===== src/rtl/q_update_writer.sv =====
// rtl/q_update_writer.sv - Q-learning write-back engine: read Q(s,a), apply TD update, write back
//
// Purpose: on start_i, reads Q(s,a) from the Q-table, computes
//   Q += alpha * (r + gamma*maxQ - Q) using shift-based alpha and gamma,
//   clamps the result to [0, 2^Q_W-1], and writes it back.
//   FSM: IDLE -> READ -> CALC -> WRITE -> DONE -> IDLE.
//
// Optional feature macro: Q_UPDATE_STATS_EN (adds upd_cnt_o / sat_cnt_o counters).
//
// Ports:
//   clk, rst                        clock, asynchronous active-high reset
//   start_i, addr_i, reward_i,      update request and its operands
//   max_q_i, terminal_i             (latched in IDLE)
//   busy_o, done_o                  status to the agent controller
//   mem_rd_req_o, mem_addr_o,       Q-table read port (req held until valid)
//   mem_rd_valid_i, mem_rd_data_i
//   mem_wr_en_o, mem_wr_data_o,     Q-table write port (strobe held until ack)
//   mem_wr_ack_i
//   upd_cnt_o, sat_cnt_o            update / saturation counters (Q_UPDATE_STATS_EN only)

module q_update_writer #(
    parameter int Q_W         = 18,
    parameter int FRAC_W      = 10,
    parameter int R_W         = 8,
    parameter int ADDR_W      = 15,
    parameter int ALPHA_SHIFT = 3,
    parameter int GAMMA_NUM   = 7,
    parameter int GAMMA_SHIFT = 3
) (
    input  logic              clk,
    input  logic              rst,
    input  logic              start_i,
    input  logic [ADDR_W-1:0] addr_i,
    input  logic [R_W-1:0]    reward_i,
    input  logic [Q_W-1:0]    max_q_i,
    input  logic              terminal_i,
    output logic              busy_o,
    output logic              done_o,
    output logic              mem_rd_req_o,
    output logic [ADDR_W-1:0] mem_addr_o,
    input  logic              mem_rd_valid_i,
    input  logic [Q_W-1:0]    mem_rd_data_i,
    output logic              mem_wr_en_o,
    output logic [Q_W-1:0]    mem_wr_data_o,
    input  logic              mem_wr_ack_i
`ifdef Q_UPDATE_STATS_EN
    ,
    output logic [15:0]       upd_cnt_o,
    output logic [15:0]       sat_cnt_o
`endif
);

    // Wide enough for reward<<FRAC_W plus gamma term plus sign and headroom.
    localparam int W = Q_W + R_W + 4;
    localparam logic signed [W-1:0] C_GAMMA = W'(GAMMA_NUM);
    localparam logic signed [W-1:0] C_QMAX  = {{(W-Q_W){1'b0}}, {Q_W{1'b1}}};

    typedef enum logic [2:0] {
        S_IDLE  = 3'd0,
        S_READ  = 3'd1,
        S_CALC  = 3'd2,
        S_WRITE = 3'd3,
        S_DONE  = 3'd4
    } state_t;

    state_t r_state;
    state_t w_next;

    logic [ADDR_W-1:0] r_addr;
    logic [R_W-1:0]    r_reward;
    logic [Q_W-1:0]    r_max_q;
    logic              r_term;
    logic [Q_W-1:0]    r_q_old;
    logic [Q_W-1:0]    r_wr_data;

    logic signed [W-1:0] w_reward_sh;
    logic signed [W-1:0] w_gamma;
    logic signed [W-1:0] w_q_old;
    logic signed [W-1:0] w_target;
    logic signed [W-1:0] w_delta;
    logic signed [W-1:0] w_sum;
    logic [Q_W-1:0]      w_q_new;
    logic                w_sat;

    // ---------------- FSM ----------------
    always_ff @(posedge clk or posedge rst) begin
        if (rst) r_state <= S_IDLE;
        else     r_state <= w_next;
    end

    always_comb begin
        w_next = r_state;
        case (r_state)
            S_IDLE:  if (start_i)        w_next = S_READ;
            S_READ:  if (mem_rd_valid_i) w_next = S_CALC;
            S_CALC:                      w_next = S_WRITE;
            S_WRITE: if (mem_wr_ack_i)   w_next = S_DONE;
            S_DONE:                      w_next = S_IDLE;
            default:                     w_next = S_IDLE;
        endcase
    end

    assign busy_o        = (r_state != S_IDLE);
    assign done_o        = (r_state == S_DONE);
    assign mem_rd_req_o  = (r_state == S_READ);
    assign mem_wr_en_o   = (r_state == S_WRITE);
    assign mem_addr_o    = r_addr;
    assign mem_wr_data_o = r_wr_data;

    // ---------------- Update arithmetic ----------------
    assign w_reward_sh = $signed({{(W-R_W){reward_i[R_W-1] & 1'b0 | r_reward[R_W-1]}}, r_reward}) <<< FRAC_W;
    // Gamma term floors because the product is non-negative before the shift.
    assign w_gamma     = r_term ? '0
                       : (($signed({{(W-Q_W){1'b0}}, r_max_q}) * C_GAMMA) >>> GAMMA_SHIFT);
    assign w_q_old     = $signed({{(W-Q_W){1'b0}}, r_q_old});
    assign w_target    = w_reward_sh + w_gamma;
    // Arithmetic shift: negative deltas round toward -inf.
    assign w_delta     = (w_target - w_q_old) >>> ALPHA_SHIFT;
    assign w_sum       = w_q_old + w_delta;

    always_comb begin
        w_q_new = w_sum[Q_W-1:0];
        w_sat   = 1'b0;
        if (w_sum < 0) begin
            w_q_new = '0;
            w_sat   = 1'b1;
        end else if (w_sum > C_QMAX) begin
            w_q_new = {Q_W{1'b1}};
            w_sat   = 1'b1;
        end
    end

    // ---------------- Datapath registers ----------------
    always_ff @(posedge clk or posedge rst) begin
        if (rst) begin
            r_addr    <= '0;
            r_reward  <= '0;
            r_max_q   <= '0;
            r_term    <= 1'b0;
            r_q_old   <= '0;
            r_wr_data <= '0;
        end else begin
            if (r_state == S_IDLE && start_i) begin
                r_addr   <= addr_i;
                r_reward <= reward_i;
                r_max_q  <= max_q_i;
                r_term   <= terminal_i;
            end
            if (r_state == S_READ && mem_rd_valid_i) r_q_old <= mem_rd_data_i;
            if (r_state == S_CALC)                   r_wr_data <= w_q_new;
        end
    end

`ifdef Q_UPDATE_STATS_EN
    always_ff @(posedge clk or posedge rst) begin
        if (rst) begin
            upd_cnt_o <= '0;
            sat_cnt_o <= '0;
        end else begin
            if (r_state == S_DONE)          upd_cnt_o <= upd_cnt_o + 16'd1;
            if (r_state == S_CALC && w_sat) sat_cnt_o <= sat_cnt_o + 16'd1;
        end
    end
`endif

endmodule


===== config.mk =====
export PLATFORM = sky130hd
export DESIGN_NAME = q_update_writer
export DESIGN_NICKNAME = d
export VERILOG_FILES = /design/src/rtl/q_update_writer.sv
export SDC_FILE = /design/constraint.sdc
export NUM_CORES = 1
export LEC_CHECK = 0
export CAP_MARGIN = 20
export CELL_PAD_IN_SITES_DETAIL_PLACEMENT = 1
export CELL_PAD_IN_SITES_GLOBAL_PLACEMENT = 1
export CORE_MARGIN = 2
export CORE_UTILIZATION = 45
export CTS_CLUSTER_DIAMETER = 150
export DETAILED_ROUTE_END_ITERATION = 10
export PLACE_DENSITY_LB_ADDON = 0.1
export SYNTH_ARGS = -nofsm -noshare
export SYNTH_HDL_FRONTEND = slang
export SYNTH_SLANG_ARGS = --single-unit

===== constraint.sdc =====
create_clock -name clk -period 9.6 [get_ports clk]
set_input_delay 0.96 -clock clk [delete_from_list [all_inputs] [get_ports clk]]
set_output_delay 0.96 -clock clk [all_outputs]
set_load 0.05 [all_outputs]

==> summary.txt <==
Clock network
  – Total of hold buffers inserted after clock tree synthesis: 0
  – Post-CTS resize count: 0
  – Buffer cell driving the clock tree root: clkbuf_16
  – Post-CTS Setup Inserts: 0
  – Worst-case clock buffer depth: 2
  – Count of H-tree levels built during CTS: 3
  – Number of CTS-inserted buffers: 9
  – Count of clock tree sinks: 81
  – Worst-Skew Late Latency: 350 ps
  – Clock tree from TritonCTS: yes
  – Clock slew seen by the registers of the worst setup and hold paths: 60 ps

STA
  – Part of the cycle the worst path needs: 78.1%
  – Worst clock skew: 5.68 ps
  – Unrepaired setup endpoints after global routing: false
  – Final count of pins violating max slew: 0
  – Worst slew pin tran: 758 ps
  – Relative max-transition margin: 48.2%
  – Final number of hold-violating endpoints: 0
  – Final setup TNS: 0 ps
  – F_max: between 0.1 and 0.15 GHz
  – Post-layout min period: 7500 ps
  – Number of endpoints failing setup at the final stage: 0
  – Final worst setup slack: about 2100 ps

Layout
  – Area growth from synthesis to layout: 23.7%
  – Multi-input logic area: 0.00406 sq mm
  – Layout cells sized above 1: between 10 and 15%
  – Antenna diodes: 0
  – Filler Cell Count: 1,577
  – Net count of the finished layout: 907
  – Share of the core filled with cells in the final layout: 56.8%
  – Flip-flop and latch area: a little over 0.002 sq mm

Floorplan
  – Number of core rows: 43
  – Area enclosed by the die boundary: approximately 0.015 sq mm
  – X dimension of the die: 123 um
  – Core box area: 0.0138 sq mm
  – Die span in y: 123 um
  – Top-level I/O count: about 100
  – Starting utilization of the core area: 45.9%

Global route
  – Busiest grt layer: met2
  – Number of antenna violations at the first check in global routing: 0
  – Fraction of met1 tracks used by global routing: 27.7%
  – GRT overflow: 0
  – Global-route track usage on met2: 39.8%
  – Global-route wire length before repair: 26.4 mm
  – Maximum number of pins on one net before global-route repair: 82
  – Met3 Use GR: 2.70%
  – GRT Util Overall: 22.4%
  – Via count of the first global-routing pass: 5,464

Hold path
  – Worst hold path stage count: 2
  – Worst hold-check path type: reg -> reg
  – Worst hold start: mem_wr_data_o[10]$_DFFE_PP0P_
  – Hold EP: mem_wr_data_o[10]$_DFFE_PP0P_

Synthesis
  – Number of standard cells after synthesis: ~650
  – Number of warnings issued by yosys: 0
  – Fraction of synthesized area in multiplexers: 7.46%
  – Most used flip-flop cell after synthesis: dfrtp_1
  – Number of distinct library cells after synthesis: 58
  – Post-synthesis share of cell area spent on and, or, nand and nor gates: 11.8%
  – Sequential share of the synthesized area: about a third
  – Total standard cell area after synthesis: 0.00634 sq mm
  – Register bit total from synthesis: 81
  – FFs w/ async S/R, synth: between 90% and 100%
  – Number of nets in the synthesized netlist: 808
  – Number of synthesized flops with an enable pin: 0
  – Share of synthesized cell area in full adder, half adder and majority cells: 21.1%
  – Fraction of synthesized cell area in xor and xnor cells: under 10%
  – Main combinational cell family by area after synthesis: adder cells
  – Avg Inst Size Synth: 9.73 sq um
  – Share of the synthesized area in compound gates (AO/OA/AOI/OAI): about 18%

Setup path
  – Critical-path maximum fanout: 16
  – Number of buffer and inverter instances along the worst setup path: 0
  – Critical path data required time: 9860 ps
  – Reg2Reg Capture Point: mem_wr_data_o[16]$_DFFE_PP0P_
  – Slowest cell on the critical path: fa_1
  – R2R cell count: 28
  – Top Family by Delay on Critical Path: compound AO/OA/AOI/OAI gates
  – Critical Path Max Stage Delay: around 550 ps
  – Data arrival time at the worst-slack endpoint: between 7000 and 8000 ps
  – Kind of start point of the critical path: register
  – Reg-to-Reg Start: r_max_q[2]$_DFFE_PP0P_
  – Critical path endpoint category: register
  – Minimum setup slack among reg-to-reg paths: around 2100 ps
  – Startpoint-to-endpoint class of the critical path: reg -> reg

Place
  – Final Wtd Congestion: 0.885
  – Detailed-placement wirelength estimate: around 12 mm
  – Pre-CTS WS: 2230 ps
  – IO Port Bufs: 101

Route
  – Post-detailed-route wirelength per cell: ~17 um
  – Antenna viol nets, final: 0
  – DR vias: 5,062
  – Total wire length after detailed routing: around 16 mm
  – Number of iterations in the first detailed-routing pass: 4
  – Initial drt markers: 166
  – Average via count per standard cell: 5.41
  – # DRC: 0

Job
  – Maximum capacitance violations: 0

Outcome
  – Outcome: complete, no violations
[cell families (layout without fill, tap and decap cells)]
group	after synthesis	count (layout)
AOI/OAI and AO/OA	171	171
and+or+nand+nor	164	164
xor gates and xnor gates	39	39
DFF	81	81
adders and majority gates	91	91
muxes	41	41
buffers and inverters	65	168
[layout by cell type (no fill, tap or decap), drive strengths merged, types with 6 or more instances in the layout]
cell type      instances
inv                   47
dfrtp                 81
clkdlybuf4s50        101
clkbuf                12
nor3                   6
a21o                  19
a21oi                 40
ha                    64
o21ai                 55
fa                    27
xor2                  12
nand2b                 9
nor2                  56
nand3                 11
nand2                 55
a31oi                  8
o21a                  10
and2                   6
xnor2                 27
mux2                  40
a211oi                 6
o211ai                 6
[worst register-to-register path, delay by kind of cell (launching register included)]
kind	cells	cell delay [ps]
and+or+nand+nor	6	1200
adders and majority gates	5	2070
xor gates and xnor gates	3	480
AOI/OAI and AO/OA	14	3230
DFF	1	460
[cell type report]
class | count | share of cell area, %
Inverter | 48 | 2.31
Multi-Input combinational cell | 506 | 51.7
Sequential cell | 81 | 25.8
Clock buffer | 12 | 3.27
Clock inverter | 3 | 0.510
Tap cell | 180 | 2.87
Timing Repair Buffer | 105 | 13.5
[flip-flops by register name, summed over array words and instances (netlist names)]
name and cells:
mem_addr_o 15, r_max_q 18, r_q_old 18, r_state 3, mem_wr_data_o 18, r_reward 8, r_term 1
[how the worst max path moves through the flow]
stage	startpoint	endpoint	slack (ps)	depth (start not counted)
3_3_place_gp	r_max_q[1]$_DFFE_PP0P_	mem_wr_data_o[17]$_DFFE_PP0P_	2490	27
5_1_grt	r_max_q[2]$_DFFE_PP0P_	mem_wr_data_o[16]$_DFFE_PP0P_	1450	28
4_1_cts	r_max_q[2]$_DFFE_PP0P_	mem_wr_data_o[16]$_DFFE_PP0P_	2110	28
3_5_place_dp	r_max_q[2]$_DFFE_PP0P_	mem_wr_data_o[16]$_DFFE_PP0P_	2230	28
6_report	r_max_q[2]$_DFFE_PP0P_	mem_wr_data_o[16]$_DFFE_PP0P_	2100	28
2_1_floorplan	r_max_q[1]$_DFFE_PP0P_	mem_wr_data_o[10]$_DFFE_PP0P_	3060	29
[per-layer routing]
metal	vias to the layer above	share of wire (%)
met1	2489	44
met5	-	0
met4	0	2.4
li1	2478	-
met3	22	2.2
met2	73	51
[cells in the mapped netlist, types with 3 or more instances]
cell type | n | area [sq um]
a2111oi_0 | 3 | 26.3
a211o_1 | 4 | 35.0
a211oi_1 | 5 | 37.5
a21o_1 | 19 | 143
a21oi_1 | 40 | 200
a31oi_1 | 7 | 43.8
and2_1 | 5 | 31.3
buf_6 | 3 | 33.8
clkbuf_1 | 11 | 41.3
dfrtp_1 | 81 | 2030
fa_1 | 27 | 541
ha_1 | 64 | 801
inv_1 | 48 | 180
mux2_2 | 40 | 450
nand2_1 | 55 | 206
nand2b_1 | 9 | 56.3
nand3_1 | 10 | 50.1
nor2_1 | 56 | 210
nor2b_1 | 4 | 25.0
nor3_1 | 6 | 30.0
o211ai_1 | 6 | 45.0
o21a_1 | 10 | 75.1
o21ai_0 | 42 | 210
o21ai_2 | 11 | 96.3
o21bai_1 | 4 | 30.0
or2_2 | 3 | 18.8
xnor2_1 | 26 | 228
xor2_1 | 12 | 105
[metrics by stage]
step           std cells  hold slack (ps)  instance area, sq um
5_1_grt              935              502                  7850
6_report             935              474                  7850
3_5_place_dp         919              467                  7520
3_3_place_gp         919              461                  7520
4_1_cts              934              481                  7820
2_1_floorplan        652              477                  6340
Power is not shown: default switching activity piles up to over one toggle a cycle in this logic, so the estimate is an artifact.
